$ cat src/rtl/intc_pkg.sv
// intc_pkg: shared types and helpers for the interrupt controller.
//   - intc_state_e : controller FSM states (IDLE, REQ, SERVICE)
//   - VEC_W        : width of the handler address
//   - SRC_ID_W     : width of the source index
//   - intc_vector  : handler address for a given source index
package intc_pkg;

  localparam int VEC_W    = 16;
  localparam int SRC_ID_W = 4;

  typedef enum logic [1:0] {
    IDLE    = 2'd0,
    REQ     = 2'd1,
    SERVICE = 2'd2
  } intc_state_e;

  // base + stride * id, evaluated in VEC_W bits so it wraps modulo 2^16.
  function automatic logic [VEC_W-1:0] intc_vector(
    input logic [VEC_W-1:0]    base,
    input logic [VEC_W-1:0]    stride,
    input logic [SRC_ID_W-1:0] id
  );
    logic [VEC_W-1:0] id_ext;
    id_ext      = {{(VEC_W-SRC_ID_W){1'b0}}, id};
    intc_vector = base + stride * id_ext;
  endfunction

endpackage

$ cat src/rtl/intc_prio_enc.sv
// intc_prio_enc: fixed-priority encoder, index 0 has highest priority.
// Ports:
//   req_i   [N-1:0]     request bits
//   grant_o [N-1:0]     one-hot grant of the lowest set request bit
//   valid_o             at least one request bit is set
//   idx_o   [SRC_ID_W]  index of the granted bit (0 when none)
module intc_prio_enc
  import intc_pkg::*;
#(
  parameter int N = 4
) (
  input  logic [N-1:0]          req_i,
  output logic [N-1:0]          grant_o,
  output logic                  valid_o,
  output logic [SRC_ID_W-1:0]   idx_o
);

  // Scan from the lowest priority upward so the lowest index is the last
  // assignment and therefore wins.
  always_comb begin
    grant_o = '0;
    idx_o   = '0;
    for (int i = N - 1; i >= 0; i--) begin
      if (req_i[i]) begin
        grant_o    = '0;
        grant_o[i] = 1'b1;
        idx_o      = SRC_ID_W'(i);
      end
    end
  end

  assign valid_o = |req_i;

endmodule

$ cat src/rtl/interrupt_controller.sv
// interrupt_controller: edge-detects peripheral requests, masks them, picks
// the highest-priority eligible source and hands it to the control unit.
// Ports:
//   CLK, Reset_n        clock (rising edge), async active-low reset
//   IrqIn     [NUM_SRC] raw request lines; rising edge posts a request
//   MaskWrite, MaskIn   load the per-source enable mask (1 = enabled)
//   GieWrite,  GieIn    load the global interrupt enable
//   IntAck              control unit accepts the current request
//   IntDone             handler finished (return-from-interrupt)
//   IntReq              request to the control unit
//   Vector    [16]      handler address, held from REQ through SERVICE
//   SrcId     [4]       index of the source requested or in service
//   Pending   [NUM_SRC] latched pending bits
//   InService           handler active
//   DbgState  [2]       current FSM state, for observation only
//
// Handshake: IntReq stays high, with Vector/SrcId stable, until IntAck is
// sampled high at a clock edge; that edge is the transfer. IntAck in any
// other state and IntDone outside SERVICE are ignored.
module interrupt_controller
  import intc_pkg::*;
#(
  parameter int              NUM_SRC     = 4,
  parameter logic [VEC_W-1:0] VECTOR_BASE = 16'h0010,
  parameter int unsigned     VEC_STRIDE  = 2
) (
  input  logic                  CLK,
  input  logic                  Reset_n,
  input  logic [NUM_SRC-1:0]    IrqIn,
  input  logic                  MaskWrite,
  input  logic [NUM_SRC-1:0]    MaskIn,
  input  logic                  GieWrite,
  input  logic                  GieIn,
  input  logic                  IntAck,
  input  logic                  IntDone,
  output logic                  IntReq,
  output logic [VEC_W-1:0]      Vector,
  output logic [SRC_ID_W-1:0]   SrcId,
  output logic [NUM_SRC-1:0]    Pending,
  output logic                  InService,
  output logic [1:0]            DbgState
);

  intc_state_e          state_q, state_d;
  logic [NUM_SRC-1:0]   prev_q;
  logic [NUM_SRC-1:0]   pend_q, pend_d;
  logic [NUM_SRC-1:0]   mask_q;
  logic                 gie_q;
  logic [NUM_SRC-1:0]   sel_q, sel_d;
  logic [SRC_ID_W-1:0]  src_q, src_d;
  logic [VEC_W-1:0]     vec_q, vec_d;

  logic [NUM_SRC-1:0]   eligible;
  logic [NUM_SRC-1:0]   win_grant;
  logic                 win_valid;
  logic [SRC_ID_W-1:0]  win_idx;
  logic [NUM_SRC-1:0]   irq_rise;
  logic [NUM_SRC-1:0]   pend_clr;

  assign eligible = pend_q & mask_q & {NUM_SRC{gie_q}};
  assign irq_rise = IrqIn & ~prev_q;

  intc_prio_enc #(.N(NUM_SRC)) u_prio_enc (
    .req_i   (eligible),
    .grant_o (win_grant),
    .valid_o (win_valid),
    .idx_o   (win_idx)
  );

  always_comb begin
    state_d  = state_q;
    sel_d    = sel_q;
    src_d    = src_q;
    vec_d    = vec_q;
    pend_clr = '0;
    case (state_q)
      IDLE: begin
        if (win_valid) begin
          sel_d   = win_grant;
          src_d   = win_idx;
          vec_d   = intc_vector(VECTOR_BASE, VEC_W'(VEC_STRIDE), win_idx);
          state_d = REQ;
        end
      end
      REQ: begin
        // Committed: only IntAck moves us on; mask/GIE/new arrivals ignored.
        if (IntAck) begin
          pend_clr = sel_q;
          state_d  = SERVICE;
        end
      end
      SERVICE: begin
        if (IntDone) state_d = IDLE;
      end
      default: state_d = IDLE;
    endcase
  end

  // A fresh edge on the bit being acknowledged re-posts it (set wins).
  assign pend_d = (pend_q & ~pend_clr) | irq_rise;

  always_ff @(posedge CLK or negedge Reset_n) begin
    if (!Reset_n) begin
      state_q <= IDLE;
      prev_q  <= '0;
      pend_q  <= '0;
      mask_q  <= '0;
      gie_q   <= 1'b0;
      sel_q   <= '0;
      src_q   <= '0;
      vec_q   <= '0;
    end else begin
      state_q <= state_d;
      prev_q  <= IrqIn;
      pend_q  <= pend_d;
      if (MaskWrite) mask_q <= MaskIn;
      if (GieWrite)  gie_q  <= GieIn;
      sel_q   <= sel_d;
      src_q   <= src_d;
      vec_q   <= vec_d;
    end
  end

  assign IntReq    = (state_q == REQ);
  assign InService = (state_q == SERVICE);
  assign Vector    = vec_q;
  assign SrcId     = src_q;
  assign Pending   = pend_q;
  assign DbgState  = state_q;

endmodule

$ cat config.mk
export PLATFORM = sky130hd
export DESIGN_NAME = interrupt_controller
export DESIGN_NICKNAME = d
export VERILOG_FILES = /design/src/rtl/intc_pkg.sv /design/src/rtl/intc_prio_enc.sv /design/src/rtl/interrupt_controller.sv
export SDC_FILE = /design/constraint.sdc
export NUM_CORES = 1
export LEC_CHECK = 0
export ABC_AREA = 1
export CORE_ASPECT_RATIO = 0.6
export CORE_MARGIN = 2
export CORE_UTILIZATION = 41
export CTS_CLUSTER_SIZE = 24
export DETAILED_ROUTE_END_ITERATION = 10
export GPL_TIMING_DRIVEN = 1
export HOLD_SLACK_MARGIN = 0.06
export PLACE_DENSITY = 0.8
export SLEW_MARGIN = 40
export SYNTH_ARGS = -nofsm -noshare
export SYNTH_HDL_FRONTEND = slang
export SYNTH_SLANG_ARGS = --single-unit
$ cat constraint.sdc
create_clock -name CLK -period 1.2 [get_ports CLK]
set_input_delay 0.12 -clock CLK [delete_from_list [all_inputs] [get_ports CLK]]
set_output_delay 0.12 -clock CLK [all_outputs]
set_load 0.05 [all_outputs]
# ---- Word-level counts from Yosys, hierarchy flattened
# Index checks and enable logic that the tools add are counted.
dict set report classes {
  reduce_logical 4
  n_div 0
  n_addsub 1
  mux 14
  magnitude_cmp 0
  n_mul 0
  n_shift 0
  n_eq_ne 5
  n_bitwise 7
}
# operator count
set op_table {}
lappend op_table {{$mux 4} 6}
lappend op_table {{$and 4x4->4} 4}
lappend op_table {{$mux 2} 7}
lappend op_table {{$not 4->4} 2}
lappend op_table {{$add 5x5->6 const A} 1}
lappend op_table {{$pmux 2 s3} 1}
lappend op_table {{$ne 2x2->1 const B} 2}
lappend op_table {{$or 4x4->4} 1}
lappend op_table {{$reduce_or 4->1} 1}
lappend op_table {{$reduce_and 3->1} 1}
lappend op_table {{$eq 2x1->1 const B} 1}
lappend op_table {{$eq 2x2->1 const B} 1}
lappend op_table {{$logic_not 2->1} 1}
lappend op_table {{$ne 2x1->1 const B} 1}
lappend op_table {{$reduce_and 2->1} 1}
dict set report totals {
  input_bits 15
  mem_bits_rw 0
  elab_cells 39
  latch_bits 0
  romBits 0
  regBits 39
  n_memories 0
  out_inout_bits 28
}

# ---- Logic depth before layout (Yosys ltp)
dict set report logic_depth {
  depth_word 7
  depth_mapped 6
  mapped_depth_nobuf 6
}

# ---- Modules after synthesis
# A second synthesis with hierarchy kept.
dict set report hier_totals {
  cells_unflattened 148
  area_unflattened_um2 1184.9
}
# module area_each_um2 instances cells_each seq_area_each_um2
set modules_own_cells {}
lappend modules_own_cells {interrupt_controller 1101.1 1 130 600.6}
lappend modules_own_cells {intc_prio_enc 83.8 1 18 0.0}

# ---- Least setup slack after synthesis
# OpenSTA, ideal clock, no wires.
dict set report synth_path {
  path_type {register to output}
  start {reg state_q[1] (netlist: DbgState[1])}
  end {out InService}
  required_time_ns 1.080
  path_buffers 0
  arrival_ns 1.436
  slack_ns -0.356
  stages_incl_launch_ff 3
  cell_sequence {dfrtp_1 -> inv_1 -> nor2_1}
}
dict set report synth_via {
  elab_chain_len 1
}
# item line_no
set synth_lines {}
lappend synth_lines {{start, declared} interrupt_controller.sv:44} ;# intc_state_e state_q, state_d;
lappend synth_lines {{start signal, assigned} interrupt_controller.sv:113} ;# state_q <= state_d;
lappend synth_lines {{$eq 2x2->1} interrupt_controller.sv:125} ;# assign InService = (state_q == SERVICE);
lappend synth_lines {{end, declared} interrupt_controller.sv:40} ;# output logic InService,
# Every way passes these cells.

# ---- Worst setup path in the final report
dict set report layout_path {
  start {reg state_q[0] (netlist: DbgState[0])}
  end {out InService}
}
# Same word-level chain as after synthesis.

==> metrics.md <==
| Metric | Value |
|---|---|
| Post-synth top area cell | `dfrtp_1` |
| Largest net degree at the start of global routing | `23` |
| CP Launch Type | `flip-flop` |
| Global route overflow | `0` |
| WP buf/inv | `2` |
| Post-synth top area share | `53.92%` |
| Sequential Power Share | `about 29%` |
| FF/Latch Area | `559.3 µm²` |
| Sw power | `1734 µW` |
| DRT iter0 DRCs | `29` |
| Post-Place Worst Slack | `-16.74 ps` |
| Leak | `0.0007685 µW` |
| CP Max Fanout | `3` |
| Sequential share of the synthesized area | `53.92%` |
| FF-to-FF setup slack | `40 ps` |
| Netlist cell types | `17` |
| Final min period | `approximately 1200 ps` |
| Synthesis-stage register bit count | `22` |
| Post-route setup slack | `-0.8059 ps` |
| RSZ-0062 raised after global routing | `true` |
| Final layout net count | `about 160` |
| Worst-Skew Late Latency | `260 ps` |
| Vias per cell | `4.670` |
| Filler cells | `157` |
| Die width | `68.42 µm` |
| Post-Synth Adder-Cell Area | `0%` |
| Final setup vio count | `1` |
| Ant diodes | `0` |
| Routed len/inst | `13.40 µm` |
| Clock sinks | `22` |
| CP required | `about 1100 ps` |
| Clk buf depth | `2` |
| Die ar. | `~2900 µm²` |
| Die height | `42.66 µm` |
| Post-DP Area | `1443 µm²` |
| Via count | `822` |
| Cell count after synthesis | `~110` |
| Synth warn | `0` |
| Remaining DRCs | `0` |
| Share of layout cells above drive strength 1 | `36.99%` |
| Layout Cell Area excl Fill | `~1600 µm²` |
| Clock tree from TritonCTS | `yes` |
| Final core occ | `70.56%` |
| Kind of critical path | `flip-flop to output port` |
| Cell family with most CP delay | `flip-flops` |
| Final period utilization | `100.1%` |
| Post-synthesis mux area share | `5.515%` |
| CTS H-Tree Depth | `1` |
| Clk pwr share | `13.0%` |
| GP Congestion | `0.8909` |
| Post-Synth Simple-Gate Area | `between 10% and 20%` |
| FP Rows | `13` |
| Final Skew | `~4 ps` |
| Core ar. | `2261 µm²` |
| Status | `finished, violations left` |
| Endpoint class of the critical path | `output port` |
| GR Util All Layers | `17.19%` |
| WL final | `2.358 mm` |
| Worst VDD drop | `roughly 1 mV` |
| R2R Path End | `DbgState[0]` |
| R2r worst-path depth | `4` |
| Crit path largest cell delay | `440 ps` |
| Cell Area, Synth | `1021 µm²` |
| Maximum operating frequency | `around 830 MHz` |
| Initial antenna violation count | `0` |
| Worst-path cell chain | `buf_6 -> nor2_4 -> buf_12` |
| Syn Area/Cell | `9.632 µm²` |
| Clk root buf | `clkbuf_8` |
| Hold_buf cts | `0` |
| Starting Density | `45.16%` |
| Main combinational cell family by area after synthesis | `buffers and inverters` |
| CTS clk-pin slew, worst paths | `80 ps` |
| Setup TNS | `-0.8059 ps` |
| Reg2reg start | `gie_q` |
| Failing checks | `setup timing` |
| Layout area overhead | `56.25%` |
| Crit-path slowest cell | `dfrtp_2` |
| IO buf count | `27` |
| Antenna Violating Nets Remaining | `0` |
| Vias in the first global route | `798` |
| Post-Synth XOR/XNOR Area | `0%` |
| DP HPWL | `1.725 mm` |
| Cell Count, Final, Fillers Out | `176` |
| Sw frac | `43.14%` |
| Max_cap viols | `0` |
| Commonest non-fill, non-tap cell in the layout | `nand2_1` |
| Drt pass-1 iters | `4` |
| Final Max Slew Viols | `0` |
| Compound-Gate Fraction of Synth Area | `6.740%` |
| WP data arrival | `1080 ps` |
| TritonCTS buffer count | `3` |
| Power Internal | `2286 µW` |
| PD cells | `around 2500 nW/µm²` |
| # IOs | `43` |
| Worst Hold Class | `input port to async pin` |
| First-pass GRT wire length | `3.698 mm` |
| Comb pwr share | `58.4%` |
| Final hold violation count | `0` |
| DP Cell Count | `165` |
| Leading cell types in the layout, fill and taps excluded | `nand2_1, dfrtp_1, conb_1, clkdlybuf4s50_1, buf_12` |
| Area occupied by multi-input gates | `397.9 µm²` |
| Ranking of synthesized cells by area | `dfrtp_1, buf_4, nand2_1` |
-- sequential cells by signal (all words and copies together) (netlist names) --
| name | cells |
|---|---|
| DbgState | 2 |
| gie_q | 1 |
| Vector | 2 |
| Pending | 4 |
| SrcId | 1 |
| prev_q | 4 |
| mask_q | 4 |
| sel_q | 4 |
-- cell type report --
class                   instances  share of cell area (%)
repair buffers                 39                   30.98
flip-flops and latches         22                   35.06
inverters                      12                   3.216
clock buffers                   4                   3.451
multi-input cells              69                   24.94
well taps                      30                   2.353
-- how the worst max path moves through the flow --
stage	startpoint	endpoint	slack, ps	cells after the start
floorplan	DbgState[1]	DbgState[1]	-100	5
global placement	IntAck	Pending[3]	20	4
detailed placement	IntAck	Pending[0]	-20	4
CTS	DbgState[1]	IntReq	3	4
global route	gie_q	sel_q[0]	-50	5
finish	DbgState[0]	InService	-0.8	3
-- cells in the mapped netlist, drive strengths merged --
| cell | n |
|---|---|
| nand4 | 2 |
| dfrtp | 22 |
| nand3 | 7 |
| nand2 | 26 |
| o21ai | 10 |
| conb | 1 |
| o31ai | 1 |
| mux2 | 5 |
| nor2 | 3 |
| buf | 17 |
| inv | 12 |
-- what timing repair did --
item,in CTS,in global routing
gates cloned,0,0
setup buffers,4,3
pin swaps,3,5
gates resized for setup,6,4
endpoints found under the setup margin,3,10
-- metrics by stage --
stage	power, µW	hold WS (ps)
global route	4211	228.1
finish	4020	208.0
detailed placement	3271	432.5
global placement	3210	400.9
floorplan	2296	-175.6
CTS	3961	215.7
-- metal layers --
layer | GRT usage, % | wire length, µm
met1 | 21.54 | 929
met2 | 28.46 | 1225
met3 | 6.366 | 203
met4 | 3.200 | 0
met5 | 0 | 0
-- power by group through the flow --
| stage | Clock [µW] | Sequential [µW] | Combinational (µW) |
|---|---|---|---|
| 6_report | 523 | 1150 | 2350 |
| 5_1_grt | 561 | 1170 | 2480 |
| 4_1_cts | 534 | 1130 | 2300 |
| 3_5_place_dp | 0 | 1140 | 2130 |
| 3_3_place_gp | 0 | 1130 | 2080 |
| 2_1_floorplan | 0 | 1450 | 843 |
-- cell families after synthesis --
kind of cell	count (synthesis)
AOI/OAI and AO/OA	11
buffers and inverters	29
DFF	22
muxes	5
other	1
and+or+nand+nor	38
Note: power is estimated with default switching activity, not from simulation.
